File: src/rtl/fft_stage_ctrl_if.sv
// Handshake and control bundle between the FFT stage controller and its datapath/source.
// The master side supplies input blocks; the slave side is the controller.
interface fft_stage_ctrl_if #(
    parameter int CNT_W = 4
);
    logic             din_valid;
    logic             din_sof;
    logic             din_ready;
    logic             buf_shift_en;
    logic             buf_sel;
    logic             bfly_en;
    logic [CNT_W-1:0] tw_idx;
    logic             dout_valid;
    logic             dout_sel;
    logic             dout_eof;
    logic             busy;
    logic             sof_err;
    logic [15:0]      frame_cnt;

    modport master (
        output din_valid, din_sof,
        input  din_ready, buf_shift_en, buf_sel, bfly_en, tw_idx,
               dout_valid, dout_sel, dout_eof, busy, sof_err, frame_cnt
    );

    modport slave (
        input  din_valid, din_sof,
        output din_ready, buf_shift_en, buf_sel, bfly_en, tw_idx,
               dout_valid, dout_sel, dout_eof, busy, sof_err, frame_cnt
    );
endinterface

File: src/rtl/fft_stage_ctrl.sv
// Radix-2 SDF FFT stage controller: fills the delay buffer for half a frame, runs the
// butterfly on the second half, then drains the buffered differences.
module fft_stage_ctrl #(
    parameter int DEPTH = 16,
    parameter int CNT_W = $clog2(DEPTH)
) (
    input  logic                clk,
    input  logic                rstn,
    fft_stage_ctrl_if.slave     bus
);
    typedef enum logic [1:0] {IDLE, FILL, BFLY, DRAIN} state_t;

    localparam logic [CNT_W-1:0] LAST = CNT_W'(DEPTH - 1);
    localparam logic [CNT_W-1:0] ONE  = CNT_W'(1);

    state_t           state;
    logic [CNT_W-1:0] cnt;
    logic             sof_err_q;
    logic [15:0]      frame_cnt_q;

    logic             din_ready;
    logic             accept;
    logic             last;
    logic             buf_shift_en;
    logic             buf_sel;
    logic             bfly_en;
    logic [CNT_W-1:0] tw_idx;
    logic             dout_valid;
    logic             dout_sel;
    logic             dout_eof;

    assign din_ready = (state != DRAIN);
    assign accept    = bus.din_valid && din_ready;
    assign last      = (cnt == LAST);

    // Control is decoded straight from state/cnt/din_valid so the datapath sees it in the accept cycle.
    always_comb begin
        buf_shift_en = 1'b0;
        buf_sel      = 1'b0;
        bfly_en      = 1'b0;
        tw_idx       = '0;
        dout_valid   = 1'b0;
        dout_sel     = 1'b0;
        dout_eof     = 1'b0;
        unique case (state)
            IDLE:  buf_shift_en = accept && bus.din_sof;
            FILL:  buf_shift_en = accept;
            BFLY: begin
                buf_shift_en = accept;
                // a sof here restarts the frame, so the block is buffered rather than butterflied
                if (accept && !bus.din_sof) begin
                    bfly_en    = 1'b1;
                    buf_sel    = 1'b1;
                    dout_valid = 1'b1;
                    tw_idx     = cnt;
                end
            end
            DRAIN: begin
                buf_shift_en = 1'b1;
                dout_valid   = 1'b1;
                dout_sel     = 1'b1;
                tw_idx       = cnt;
                dout_eof     = last;
            end
            default: ;
        endcase
    end

    always_ff @(posedge clk or negedge rstn) begin
        if (!rstn) begin
            state       <= IDLE;
            cnt         <= '0;
            sof_err_q   <= 1'b0;
            frame_cnt_q <= '0;
        end else begin
            sof_err_q <= 1'b0;
            unique case (state)
                IDLE: if (accept) begin
                    if (bus.din_sof) begin
                        state <= FILL;
                        cnt   <= ONE;
                    end else begin
                        sof_err_q <= 1'b1;
                    end
                end
                FILL, BFLY: if (accept) begin
                    if (bus.din_sof) begin
                        state     <= FILL;
                        cnt       <= ONE;
                        sof_err_q <= 1'b1;
                    end else if (last) begin
                        state <= (state == FILL) ? BFLY : DRAIN;
                        cnt   <= '0;
                    end else begin
                        cnt <= cnt + ONE;
                    end
                end
                DRAIN: begin
                    if (last) begin
                        state <= IDLE;
                        cnt   <= '0;
                        if (frame_cnt_q != 16'hFFFF) frame_cnt_q <= frame_cnt_q + 16'd1;
                    end else begin
                        cnt <= cnt + ONE;
                    end
                end
                default: begin
                    state <= IDLE;
                    cnt   <= '0;
                end
            endcase
        end
    end

    assign bus.din_ready    = din_ready;
    assign bus.buf_shift_en = buf_shift_en;
    assign bus.buf_sel      = buf_sel;
    assign bus.bfly_en      = bfly_en;
    assign bus.tw_idx       = tw_idx;
    assign bus.dout_valid   = dout_valid;
    assign bus.dout_sel     = dout_sel;
    assign bus.dout_eof     = dout_eof;
    assign bus.busy         = (state != IDLE);
    assign bus.sof_err      = sof_err_q;
    assign bus.frame_cnt    = frame_cnt_q;
endmodule

File: src/flat_wrapper.sv
// flat-port wrapper written by rule: the top's interface ports become plain ports
module fft_stage_ctrl_flat 
#(
    parameter int DEPTH = 16,
    parameter int CNT_W = $clog2(DEPTH)
)
  (clk, rstn, bus_din_valid, bus_din_sof, bus_din_ready, bus_buf_shift_en, bus_buf_sel, bus_bfly_en, bus_tw_idx, bus_dout_valid, bus_dout_sel, bus_dout_eof, bus_busy, bus_sof_err, bus_frame_cnt);
  fft_stage_ctrl_if #(.CNT_W(CNT_W)) bus_i ();
  input  logic clk;
  input  logic rstn;
  input wire logic [$bits(bus_i.din_valid)-1:0] bus_din_valid;
  input wire logic [$bits(bus_i.din_sof)-1:0] bus_din_sof;
  output wire logic [$bits(bus_i.din_ready)-1:0] bus_din_ready;
  output wire logic [$bits(bus_i.buf_shift_en)-1:0] bus_buf_shift_en;
  output wire logic [$bits(bus_i.buf_sel)-1:0] bus_buf_sel;
  output wire logic [$bits(bus_i.bfly_en)-1:0] bus_bfly_en;
  output wire logic [$bits(bus_i.tw_idx)-1:0] bus_tw_idx;
  output wire logic [$bits(bus_i.dout_valid)-1:0] bus_dout_valid;
  output wire logic [$bits(bus_i.dout_sel)-1:0] bus_dout_sel;
  output wire logic [$bits(bus_i.dout_eof)-1:0] bus_dout_eof;
  output wire logic [$bits(bus_i.busy)-1:0] bus_busy;
  output wire logic [$bits(bus_i.sof_err)-1:0] bus_sof_err;
  output wire logic [$bits(bus_i.frame_cnt)-1:0] bus_frame_cnt;
  assign bus_i.din_valid = bus_din_valid;
  assign bus_i.din_sof = bus_din_sof;
  assign bus_din_ready = bus_i.din_ready;
  assign bus_buf_shift_en = bus_i.buf_shift_en;
  assign bus_buf_sel = bus_i.buf_sel;
  assign bus_bfly_en = bus_i.bfly_en;
  assign bus_tw_idx = bus_i.tw_idx;
  assign bus_dout_valid = bus_i.dout_valid;
  assign bus_dout_sel = bus_i.dout_sel;
  assign bus_dout_eof = bus_i.dout_eof;
  assign bus_busy = bus_i.busy;
  assign bus_sof_err = bus_i.sof_err;
  assign bus_frame_cnt = bus_i.frame_cnt;
  fft_stage_ctrl #(.DEPTH(DEPTH), .CNT_W(CNT_W)) u_core (.clk(clk), .rstn(rstn), .bus(bus_i));
endmodule
File: config.mk
export PLATFORM = sky130hd
export DESIGN_NAME = fft_stage_ctrl_flat
export DESIGN_NICKNAME = d
export VERILOG_FILES = /design/src/rtl/fft_stage_ctrl_if.sv /design/src/rtl/fft_stage_ctrl.sv /design/src/flat_wrapper.sv
export SDC_FILE = /design/constraint.sdc
export NUM_CORES = 1
export LEC_CHECK = 0
export CORE_MARGIN = 5
export CORE_UTILIZATION = 49
export CTS_CLUSTER_DIAMETER = 200
export DETAILED_ROUTE_END_ITERATION = 8
export GPL_TIMING_DRIVEN = 0
export PLACE_DENSITY_LB_ADDON = 0.12
export SETUP_SLACK_MARGIN = 0.05
export SYNTH_ARGS = -nofsm -noshare
export SYNTH_HDL_FRONTEND = slang
export SYNTH_SLANG_ARGS = --single-unit
File: constraint.sdc
create_clock -name clk -period 2.45 [get_ports clk]
set_clock_uncertainty 0.2 [all_clocks]
set_input_delay 0.49 -clock clk [delete_from_list [all_inputs] [get_ports clk]]
set_output_delay 0.49 -clock clk [all_outputs]
set_load 0.05 [all_outputs]
Yosys cells after proc, flatten, opt, wreduce, memory -nomap -nowiden:

Index checks and enable logic that the tools add are counted.
Widths: inputs -> output; s select.

* register bits: 23
* ROM bits: 0
* input port bits: 4
* bits in writable memories: 0
* output and inout port bits: 29
* logic and storage cells: 54
* latch bits: 0
* memories: 0

* magnitude comparators: 0
* multiply operators: 0
* div/mod/pow operators: 0
* shift operators: 0
* muxes and demuxes: 27
* equal/unequal tests: 11
* add/subtract/negate cells: 2
* bitwise gates (word level): 0
* reductions and logical operators: 10

Operators with widths (number)
* $mux 4: 6
* $add 16x1->16 const B: 1
* $ne 16x16->1 const B: 1
* $mux 2: 6
* $pmux 4 s3: 1
* $mux 1: 9
* $pmux 4 s2: 1
* $ne 2x1->1 const B: 3
* $pmux 2 s3: 1
* $reduce_and 3->1: 2
* $reduce_and 5->1: 1
* $add 4x1->4 const B: 1
* $eq 2x2->1 const B: 2
* $eq 4x4->1 const B: 1
* $ne 2x2->1 const B: 2
* $pmux 1 s2: 2
* $logic_and 1x1->1: 3
* $ne 3x1->1 const B: 1
* $pmux 1 s3: 1
* $eq 2x1->1 const B: 1
* $logic_not 2->1: 1
* $reduce_bool 2->1: 1
* $reduce_or 2->1: 1
* $logic_not 1->1: 1

Longest topological paths before layout:

* depth after elaboration: 6
* mapped depth: 7
* gate-level depth less buffers: 6

Least setup slack after synthesis:

No wires, ideal clock.

* path kind: register -> output
* start point: reg u_core.state[0]
* end point: out bus_tw_idx[0]
* arrival: 2848 ps
* slack: -1088 ps
* data required time: 1760 ps
* path buffers: 0
* stages on the path, launching flop included: 6
* cell sequence: dfrtp_1 ha_1 inv_1 and4_1 nor2_1 nor2b_1

* word-level cells in the longest chain between the ends: 5
* elaborated cells on any way between the ends: 7
* those cells by class: eq/ne (3); mux (2); reduce/logical (2)

Ends and longest elaborated chain
* start, declared: line fft_stage_ctrl.sv:16 `state_t state;`
* start signal, assigned: line fft_stage_ctrl.sv:92 `state <= (state == FILL) ? BFLY : DRAIN;`
* $ne 2x2->1: line fft_stage_ctrl.sv:32 `assign din_ready = (state != DRAIN);`
* named net bus_din_ready: line flat_wrapper.sv:13 `output wire logic [$bits(bus_i.din_ready)-1:0] bus_din_ready;`
* $logic_and 1x1->1: line fft_stage_ctrl.sv:33 `assign accept = bus.din_valid && din_ready;`
* $logic_and 1x1->1: line fft_stage_ctrl.sv:51 `if (accept && !bus.din_sof) begin`
* $mux 4: line fft_stage_ctrl.sv:51
* $pmux 4 s2: line fft_stage_ctrl.sv:45 `unique case (state)`
* end, declared: line flat_wrapper.sv:17 `output wire logic [$bits(bus_i.tw_idx)-1:0] bus_tw_idx;`

The timed path passes the listed nets, and every way through them passes these cells.

Final worst setup path:

* start point: reg u_core.state[1]
* end point: out bus_tw_idx[0]

* word-level cells in the longest chain between the ends: 5
* elaborated cells on any way between the ends: 7
* those cells by class: eq/ne (3); mux (2); reduce/logical (2)

Ends and longest elaborated chain (line)
* $ne 2x2->1: fft_stage_ctrl.sv:32
* $logic_and 1x1->1: fft_stage_ctrl.sv:33
* $logic_and 1x1->1: fft_stage_ctrl.sv:51
* $mux 4: fft_stage_ctrl.sv:51
* $pmux 4 s2 *: fft_stage_ctrl.sv:45

Every way passes the cells marked *; elsewhere a longest branch is shown, timed or not.

==> flow_summary.toml <==
[cts]
clock_tree.buffer_depth = 2
clkSlewWorstSetupHoldPaths_ns = 0.13
cts.hold.buffers_added = 0
worst_skew_pair.late_latency_ns = 0.31
cts.htree.levels = 1
clock_sinks = 23
clock-root-buffer = "sky130_fd_sc_hd__clkbuf_4"
tritoncts = "done"
tritoncts.num_buffers = 3

[grt]
grt_max_degree = 24
groute.usage.overall = 0.166
grt_pass1_wl_um = 5640
first_global_vias = 1251
antenna_found_initial = 0
globalRouteOverflowTotal = 0

[logic_synthesis]
synth.cell_area_um2 = 1400
synth.lib_cells_used.distinct = 38
yosysSeqAreaShare = 0.412
synth_seq_cells = 23
synth_enable_flop_cells = 0
synth.avg_cell_area_um2 = 10.2
fraction_of_synthesis_flops_using_an_asynchronous_set_or_reset_pin = 1.00
yosys_most_used_dff = "sky130_fd_sc_hd__dfrtp_1"
synth.yosys.warnings = 0
synth_fp_nets = 149
synthesis.instances = 137

[detailed_routing]
dr_total_vias = 1242
drc_errors = 0
drt_first_iter_violations = 43
routed_via_density = 5.91
route.detailed.wl_per_inst_um = 16.1
postRouteAntennaNets = 0
count_of_tritonroute_iterations_in_the_first_routing_pass = 4
postRouteWirelength_um = 3380

[setup_path]
timing.critical_path.fanout_max = 5
timing.critical_path.cells = "ha_4 -> clkinvlp_4 -> and4_4 -> nor2_4 -> nor2b_4 -> buf_8"
crit_path_top_delay_cell = "sky130_fd_sc_hd__dfrtp_2"
max_stage_delay_ns = 0.47
end_kind = "output pin"
arrival_ns = 1.72
cp.buffers_inverters = 2
r2r_setup_slack_ns = 0.17
timing.reg2reg.worst_path_depth = 7
path_delay_family = "simple AND/OR/NAND/NOR gates"
r2r_path_start = "u_core.state[1]$_DFFE_PN0P_"
rr_endpoint = "u_core.bus.frame_cnt[8]$_DFFE_PN0P_"
startpoint_type = "register"
path_class = "register to output pin"
cp.required_ns = 1.76

[floorplan]
floorplan.rows = 19
design.die.area_um2 = 4020
die_height_um = 63.4
floorplan.initialDensity = 0.511
dieWidth_um = 63.4
io-pin-count = 33
core_um2 = 2730

[sta]
period_needed_ns = 2.41
slew_viol_final = 0
timing.final.setup_violations = 0
clock.fmax_mhz = 416
timing.final.hold_violations = 0
worst_slew_margin_rel = 0.319
layout_worst_path_cycle_share = 0.982
setup_repair_after_global_routing_missed_its_margin = "yes"
timing.hold.ws_ns = 0.306
least_margin_pin_slew_ns = 1.02

[final_layout]
stdcell_area_um2 = 1950
seqCellArea_um2 = 579
drive_gt1_frac = 0.268
area_growth_syn_to_layout_pct = 39.9
utilization = 0.714
nets = 192
antennaDiodeCount = 0
final_cells = 210
multi_input_area_um2 = 857
n_fill_cell = 205

[placed_design]
post-dp-hpwl_um = 2320
place_congestion = 0.835
port_buffers = 32
post_place_instance_area_um2 = 1820
numPlacedInstances = 200

[power]
power.leakage_uw = 0.000918
design_power_total_uw = 1060
combinationalPowerShare = 0.404
total_switching_power_uw = 413
internal-power_uw = 652
power.share.switching = 0.388
pwr-share-seq = 0.426
pwr_density_cell_nw_per_um2 = 545
clock_power_share = 0.170
worst_ir_drop_vdd_v = 0.000488

[outcome]
status = "completed"

[hold_path]
timing.hold.worst_path_depth = 1
min_path_type = "register to register"
timing.hold.worst.start = "u_core.bus.frame_cnt[15]$_DFFE_PN0P_"
holdPathEnd = "u_core.bus.frame_cnt[15]$_DFFE_PN0P_"

[flow_run]
max_cap_violations = 0
==> layout make-up <==
class,count,area share
repair buffers,38,0.190
clock buffers,4,0.0135
flip-flops and latches,23,0.297
plain buffers,5,0.0192
multi-input cells,100,0.439
well taps,31,0.0199
inverters,9,0.0218
==> registers in the layout, summed over array words and instances (netlist names) <==
| signal | count |
|---|---|
| u_core.bus.frame_cnt | 16 |
| u_core.bus.sof_err | 1 |
| u_core.state | 2 |
| u_core.cnt | 4 |
==> repair_timing <==
item                       in CTS  in global routing
resized for setup              69                 20
buffers inserted                7                  3
setup endpoints to repair      12                 13
pin swaps                       2                  3
==> cell families after synthesis <==
logic type,after synthesis,synth area share
muxes,2,0.0161
DFF,23,0.412
and+or+nand+nor,45,0.193
adders and majority gates,8,0.0717
buffers and inverters,14,0.0457
xor gates and xnor gates,14,0.0878
AOI/OAI and AO/OA,31,0.174
==> synth_stat cells (all sizes together) (2+ instances only) <==
| library cell | count | area (um2) |
|---|---|---|
| dfrtp | 23 | 576 |
| xor2 | 14 | 123 |
| inv | 9 | 33.8 |
| nand2 | 9 | 33.8 |
| ha | 8 | 100 |
| nand3 | 7 | 40.0 |
| nor2b | 6 | 37.5 |
| o21ai | 6 | 30.0 |
| a211oi | 5 | 37.5 |
| nor2 | 5 | 18.8 |
| a2111oi | 4 | 53.8 |
| nand4 | 4 | 31.3 |
| a21oi | 3 | 15.0 |
| clkbuf | 3 | 11.3 |
| nor4 | 3 | 18.8 |
| a21o | 2 | 15.0 |
| a221oi | 2 | 17.5 |
| a22o | 2 | 17.5 |
| and4 | 2 | 17.5 |
| buf | 2 | 18.8 |
| mux2 | 2 | 22.5 |
| nand2b | 2 | 12.5 |
| nor3 | 2 | 10.0 |
| o31ai | 2 | 15.0 |
==> worst max path at each step <==
stage	from	to	slack (ns)	cells past startpoint
floorplan	u_core.state[0]$_DFFE_PN0P_	bus_tw_idx[0]	-0.05	5
global placement	bus_din_sof	bus_tw_idx[1]	-0.59	6
detailed placement	bus_din_sof	bus_tw_idx[0]	-0.59	6
CTS	u_core.state[1]$_DFFE_PN0P_	bus_tw_idx[0]	0.0002	7
global route	u_core.state[1]$_DFFE_PN0P_	bus_buf_shift_en	-0.05	7
finish	u_core.state[1]$_DFFE_PN0P_	bus_tw_idx[0]	0.04	6
==> layer usage <==
metal | track usage | vias to the layer above | share of wire
met2 | 0.284 | 40 | 0.51
li1 | - | 585 | -
met5 | 0 | - | 0
met1 | 0.200 | 613 | 0.42
met4 | 0.0597 | 0 | 0.014
met3 | 0.0409 | 4 | 0.059
==> placed cells by master (no fill, tap or decap), types with 3 or more instances in the layout <==
cell type                         count
sky130_fd_sc_hd__inv_1                5
sky130_fd_sc_hd__o21ai_0              4
sky130_fd_sc_hd__nor2b_4              4
sky130_fd_sc_hd__nand3_1              6
sky130_fd_sc_hd__nand4_1              3
sky130_fd_sc_hd__a2111oi_0            3
sky130_fd_sc_hd__buf_4                7
sky130_fd_sc_hd__nand2_1              9
sky130_fd_sc_hd__clkdlybuf4s50_1     17
sky130_fd_sc_hd__a211oi_1             5
sky130_fd_sc_hd__dfrtp_1             20
sky130_fd_sc_hd__a21oi_1              3
sky130_fd_sc_hd__ha_1                 4
sky130_fd_sc_hd__nor2_1               4
sky130_fd_sc_hd__clkbuf_1             3
sky130_fd_sc_hd__buf_6                7
sky130_fd_sc_hd__ha_4                 4
sky130_fd_sc_hd__dfrtp_2              3
sky130_fd_sc_hd__xor2_1              14
sky130_fd_sc_hd__clkbuf_4             4
==> metrics by stage <==
step	setup slack [ns]	setup TNS, ns
after floorplan	-0.0455	-0.220
after global placement	-0.588	-4.43
after detailed placement	-0.588	-4.42
after CTS	0.000203	0
after global routing	-0.0534	-0.240
final	0.0438	0
==> power by group through the flow <==
stage / clock network, uW / registers (uW) / logic (uW)
detailed placement: 0 / 452 / 368
finish: 181 / 454 / 430
CTS: 180 / 451 / 395
global route: 207 / 457 / 471
floorplan: 0 / 463 / 252
global placement: 0 / 453 / 353
No activity file was read; power rests on OpenSTA's default activity.
